<file path="src/rtl/burst_shift_register.sv">
// Universal shift register that runs multi-step bursts of S-bit shifts or rotates.
// A single start command launches the burst; busy/done report progress and sOut shows the bits that left Q.
module burst_shift_register #(
  parameter int N  = 8,
  parameter int S  = 1,
  parameter int CW = 4
) (
  input  logic          clk,
  input  logic          clr,
  input  logic [N-1:0]  D,
  input  logic          load,
  input  logic          start,
  input  logic [2:0]    mode,
  input  logic [CW-1:0] count,
  input  logic [S-1:0]  dSerial,
  input  logic          abort,
  output logic [N-1:0]  Q,
  output logic [S-1:0]  sOut,
  output logic          busy,
  output logic          done
);

  typedef enum logic {
    IDLE,
    SHIFT
  } state_t;

  state_t        state, state_next;
  logic [2:0]    mode_reg, mode_next;
  logic [CW-1:0] remaining, remaining_next;
  logic [N-1:0]  q_next, step_q;
  logic [S-1:0]  sout_next, step_s;
  logic          done_next;

  assign busy = (state == SHIFT);

  always_ff @(posedge clk or negedge clr) begin
    if (!clr) begin
      state     <= IDLE;
      mode_reg  <= 3'b000;
      remaining <= '0;
      Q         <= '0;
      sOut      <= '0;
      done      <= 1'b0;
    end else begin
      state     <= state_next;
      mode_reg  <= mode_next;
      remaining <= remaining_next;
      Q         <= q_next;
      sOut      <= sout_next;
      done      <= done_next;
    end
  end

  // One step of the latched mode; unused mode codes leave Q and sOut alone.
  always_comb begin
    step_q = Q;
    step_s = sOut;
    case (mode_reg)
      3'b000: begin
        step_q = {Q[N-1-S:0], dSerial};
        step_s = Q[N-1 -: S];
      end
      3'b001: begin
        step_q = {dSerial, Q[N-1:S]};
        step_s = Q[S-1:0];
      end
      3'b010: begin
        step_q = {Q[N-1-S:0], Q[N-1 -: S]};
        step_s = Q[N-1 -: S];
      end
      3'b011: begin
        step_q = {Q[S-1:0], Q[N-1:S]};
        step_s = Q[S-1:0];
      end
      3'b100: begin
        step_q = {{S{Q[N-1]}}, Q[N-1:S]};
        step_s = Q[S-1:0];
      end
      default: begin
        step_q = Q;
        step_s = sOut;
      end
    endcase
  end

  always_comb begin
    state_next     = state;
    mode_next      = mode_reg;
    remaining_next = remaining;
    q_next         = Q;
    sout_next      = sOut;
    done_next      = 1'b0;
    case (state)
      IDLE: begin
        if (load) begin
          q_next = D;
        end else if (start) begin
          if (count == '0) begin
            done_next = 1'b1;
          end else begin
            mode_next      = mode;
            remaining_next = count;
            state_next     = SHIFT;
          end
        end
      end
      SHIFT: begin
        if (abort) begin
          remaining_next = '0;
          state_next     = IDLE;
        end else begin
          q_next    = step_q;
          sout_next = step_s;
          if (remaining != '0) begin
            remaining_next = remaining - 1'b1;
          end
          // The last step returns to IDLE and flags completion on the same edge.
          if (remaining == {{(CW-1){1'b0}}, 1'b1}) begin
            state_next = IDLE;
            done_next  = 1'b1;
          end
        end
      end
      default: state_next = IDLE;
    endcase
  end

endmodule

</file>
<file path="config.mk">
export PLATFORM = sky130hd
export DESIGN_NAME = burst_shift_register
export DESIGN_NICKNAME = d
export VERILOG_FILES = /design/src/rtl/burst_shift_register.sv
export SDC_FILE = /design/constraint.sdc
export NUM_CORES = 1
export LEC_CHECK = 0
export CAP_MARGIN = 20
export CORE_ASPECT_RATIO = 0.9
export CORE_MARGIN = 1
export CORE_UTILIZATION = 45
export DETAILED_ROUTE_END_ITERATION = 6
export PLACE_DENSITY = 0.85
export SLEW_MARGIN = 30
export SYNTH_ARGS = -nofsm -noshare
export SYNTH_HDL_FRONTEND = slang
export SYNTH_SLANG_ARGS = --single-unit
export TNS_END_PERCENT = 30
</file>
<file path="constraint.sdc">
create_clock -name clk -period 1.8 [get_ports clk]
set_clock_uncertainty 0.1 [all_clocks]
set_input_delay 0.27 -clock clk [delete_from_list [all_inputs] [get_ports clk]]
set_output_delay 0.27 -clock clk [all_outputs]
set_load 0.02 [all_outputs]
</file>
# == After elaboration in Yosys (flattened, before gate mapping) ==
# Cells that the tools add are included.
# classes
n_addsub,1
n_eq_ne,14
muxes,23
bitwise,4
n_reduce_logical,11
# op_table
operator,n
$pmux 8 s5,1
$mux 4,5
$mux 8,2
$pmux 8 s2,1
$ne 2x2->1 const B,6
$reduce_and 4->1,3
$mux 1,10
$pmux 4 s2,1
$eq 3x2->1 const B,2
$ne 6x1->1 const B,1
$pmux 1 s2,3
$reduce_and 3->1,2
$ne 5x1->1 const B,1
$eq 4x1->1 const B,1
$logic_not 4->1,1
$not 1->1,4
$reduce_bool 4->1,1
$sub 4x1->4 const B,1
$eq 3x1->1 const B,1
$eq 3x3->1 const B,1
$logic_not 3->1,1
$ne 3x2->1 const B,1
$reduce_or 3->1,1
$reduce_bool 2->1,1
$reduce_or 2->1,1
# totals
register_bits,18
input_bits,21
out_inout_bits,11

# == Longest topological paths before layout ==
# depth
word_depth,5
mapped_depth,6
ltp_nobuf,6

# == Worst setup path before layout ==
# Ideal clock, no wire load.
# synth_path
kind,register to register
start,register remaining[0]
end,register remaining[1]
arrival_ps,1421
required_ps,1566
path_slack_ps,145
stages_incl_launch_ff,6
n_path_buf,0
synth_period_minus_slack_ps,1655
cell_sequence,dfrtp_1 inv_1 ha_1 or4b_1 a22oi_2 o21ai_0
# synth_between
elab_chain_cells,4
elab_cells_between_ends,7
cone_classes,add/sub: 1; eq/ne: 1; mux: 3; reduce/logical: 2
# synth_lines
item,line_no,source
"start, declared",30,"logic [CW-1:0] remaining, remaining_next;"
"start signal, assigned",48,remaining <= remaining_next;
$sub 4x1->4,116,remaining_next = remaining - 1'b1;
$mux 4,115,if (remaining != '0) begin
$mux 4,109,if (abort) begin
$pmux 4 s2,94,case (state)
# Parallel ways exist; a longest one is shown, timed or not. The select of a mux whose other input is x is not followed.
# A chain may end at the register's enable or synchronous reset.

# == Final worst setup path ==
# layout_path
start,register remaining[1]
end,register remaining[1]
# Same word-level chain as after synthesis.

==> metrics.md <==
| Metric | Value |
|---|---|
| Status | `completed` |
| CTS Buf Count | `3` |
| Via Count | `~1100` |
| Final setup vio count | `0` |
| Fin cells | `191` |
| Vias per cell | `5.92` |
| Synth Register Bits | `18` |
| CTS clk-pin slew, worst paths | `between 0.1 and 0.15 ns` |
| Final Hold Viols | `0` |
| Syn Nets | `approximately 140` |
| Sequential Area | `~450 um2` |
| Die area | `approximately 2700 um2` |
| Pwr Density | `roughly 1200 nW/um2` |
| Crit path launch type | `flip-flop` |
| Final TNS setup | `0 ns` |
| DP Cell Count | `about 190` |
| Leak | `around 0.74 nW` |
| CP Capture Type | `flip-flop` |
| Port bufs | `31` |
| Global-route total usage across every layer | `between 20 and 25%` |
| Multi-input gate area | `623 um2` |
| WL per Instance | `15.8 um` |
| Final clock period utilization by the worst path | `around 97%` |
| Critical path type | `reg -> reg` |
| Nets | `roughly 190` |
| Max reg flops | `8` |
| CP max FO | `6` |
| Die Ht | `just under 50 um` |
| Area leader, netlist | `dfrtp_1` |
| Slew @ Worst Pin | `roughly 0.36 ns` |
| Post-Synthesis Cells | `116` |
| Antenna fix cells | `0` |
| Worst EP required | `1.88 ns` |
| Share of cells above drive strength 1 | `19.5%` |
| Max-Cap Viols | `0` |
| Drt total wl | `3.02 mm` |
| Latest clock arrival within the worst-skew pair | `0.30 ns` |
| GPL Wtd Cong | `between 0.8 and 0.9` |
| Htree depth | `1` |
| Pin count of the biggest net entering global routing | `19` |
| Drt initial violations | `25` |
| Post-DRT Antenna Nets | `0` |
| Post-CTS Hold Buffers | `0` |
| Fillers | `between 150 and 200` |
| Ports | `32` |
| Max Slew Vio Count | `0` |
| Num Clock Sinks | `18` |
| P&R area growth vs syn | `42.2%` |
| Critical Path AT | `roughly 1.8 ns` |
| Post-detail-place hpwl | `2.24 mm` |
| Mapped Area | `about 1100 um2` |
| Max_slew headroom | `around three quarters` |
| DIE WIDTH | `between 50 and 60 um` |
| Drt drc | `0` |
| Starting Density | `between 40% and 50%` |
| Top post-synthesis cells by area | `dfrtp_1, mux2i_1, o21ai_0` |
| Worst hold path class | `in -> async` |
| RSZ-0062 raised after global routing | `yes` |
| Seq/Total Area, Yosys | `between 30% and 40%` |
| IR drop worst, VDD | `a little over 0.0008 V` |
| FMAX | `roughly 0.57 GHz` |
| Clk root buf | `clkbuf_4` |
| First-pass GRT wire length | `4.75 mm` |
| Min Tclk post-route | `around 1.8 ns` |
| Total power | `1.95 mW` |
| Grt ovf | `0` |
| Row count | `16` |
| Synth top area share | `about two fifths` |
| Syn Area/Cell | `9.78 um2` |
| Clock Tree Buf Depth | `2` |
| YS warnings | `0` |
| Synth cell types | `37` |
| Drt first pass iters | `4` |
| Vias in the first global route | `about 1100` |
| Initial antenna violation count | `0` |
| CORE AREA | `around 2300 um2` |
| CTS tree | `built` |
cells by family (layout without fill, tap and decap cells):
kind of cell	Yosys count	in the layout	synth area share (%)
and+or+nand+nor	39	39	19.1
AOI/OAI and AO/OA	34	34	20.3
DFF	18	18	39.7
muxes	13	13	13.1
buffers and inverters	10	58	5.62
adders and majority gates	2	2	2.20
report_power, final:
group | leakage [nW] | switching, mW | internal (mW) | total, mW
combinational | 0.496 | 0.479 | 0.506 | 0.985
clock | 0.0210 | 0.135 | 0.123 | 0.258
sequential | 0.220 | 0.169 | 0.536 | 0.705
total | 0.737 | 0.783 | 1.17 | 1.95
layout make-up:
class,instances,area share [%]
multi-input cells,88,38.6
repair buffers,48,27.8
inverters,6,1.40
well taps,27,2.09
flip-flops and latches,18,27.9
clock buffers,4,2.25
per-stage QoR:
stage               setup WS (ns)  hold slack, ns  utilization, %  instance area [um2]
finish                     0.0485           0.184            70.7                 1610
global route              -0.0154           0.222            70.7                 1610
CTS                       0.00122           0.190            69.8                 1590
detailed placement         -0.169           0.396            68.3                 1560
global placement           -0.129           0.365            68.3                 1560
floorplan                   0.145          -0.126               -                 1130
final timing paths:
path	from	endpoint	slack (ns)	cells past startpoint
min reg2reg	sOut$_DFFE_PN0P_	sOut$_DFFE_PN0P_	0.41	2
max in group asynchronous	clr	Q[5]$_DFFE_PN0P_	1.21	2
min in group clk	sOut$_DFFE_PN0P_	sOut$_DFFE_PN0P_	0.41	2
max reg2reg	remaining[1]$_DFFE_PN0P_	remaining[1]$_DFFE_PN0P_	0.05	5
min	clr	Q[7]$_DFFE_PN0P_	0.18	2
max	remaining[1]$_DFFE_PN0P_	remaining[1]$_DFFE_PN0P_	0.05	5
timing repair:
action / 4_1_cts / 5_1_grt
gates resized for setup: 0 / 5
endpoints found under the setup margin: 0 / 8
buffers inserted: 0 / 1
cell usage in the layout (no fill, tap or decap), types with 2 or more instances in the layout:
cell type        synthesis  final
clkdlybuf4s50_1          0     27
dfrtp_1                 18     18
buf_4                    1     17
nand2_1                 11     11
o21ai_0                 10     10
mux2i_1                  9      9
a21oi_1                  7      7
nand3_1                  7      7
nor2_1                   6      6
o211ai_1                 6      6
inv_1                    5      5
dlymetal6s2s_1           0      4
mux2_4                   3      3
clkbuf_4                 0      3
nor2b_1                  2      2
a22oi_2                  2      2
nor3_1                   2      2
nor3b_1                  2      2
Yosys cell counts (all sizes together):
cell	instances
a2111oi	1
a21oi	7
a22o	1
a22oi	3
a311o	1
a32o	1
a32oi	1
and2	1
buf	4
clkinv	1
dfrtp	18
ha	2
inv	5
mux2	3
mux2i	10
nand2	11
nand2b	1
nand3	7
nand4	1
nor2	7
nor2b	2
nor3	2
nor3b	3
nor4	1
o211ai	6
o21a	1
o21ai	11
o31a	1
or2	1
or4	1
or4b	1
critical path, stage by stage, from the launching register on:
cell and delay, ns:
dfrtp_1 0.39, inv_1 0.08, ha_2 0.18, or4b_1 0.44, a22oi_2 0.29, o21ai_0 0.15
metal layers:
| metal | GRT usage (%) | wire length, um |
|---|---|---|
| met1 | 29.6 | 1230 |
| met2 | 39.8 | 1500 |
| met3 | 5.86 | 178 |
| met4 | 12.5 | 106 |
| met5 | 0 | 0 |
No activity file was read; power rests on OpenSTA's default activity.
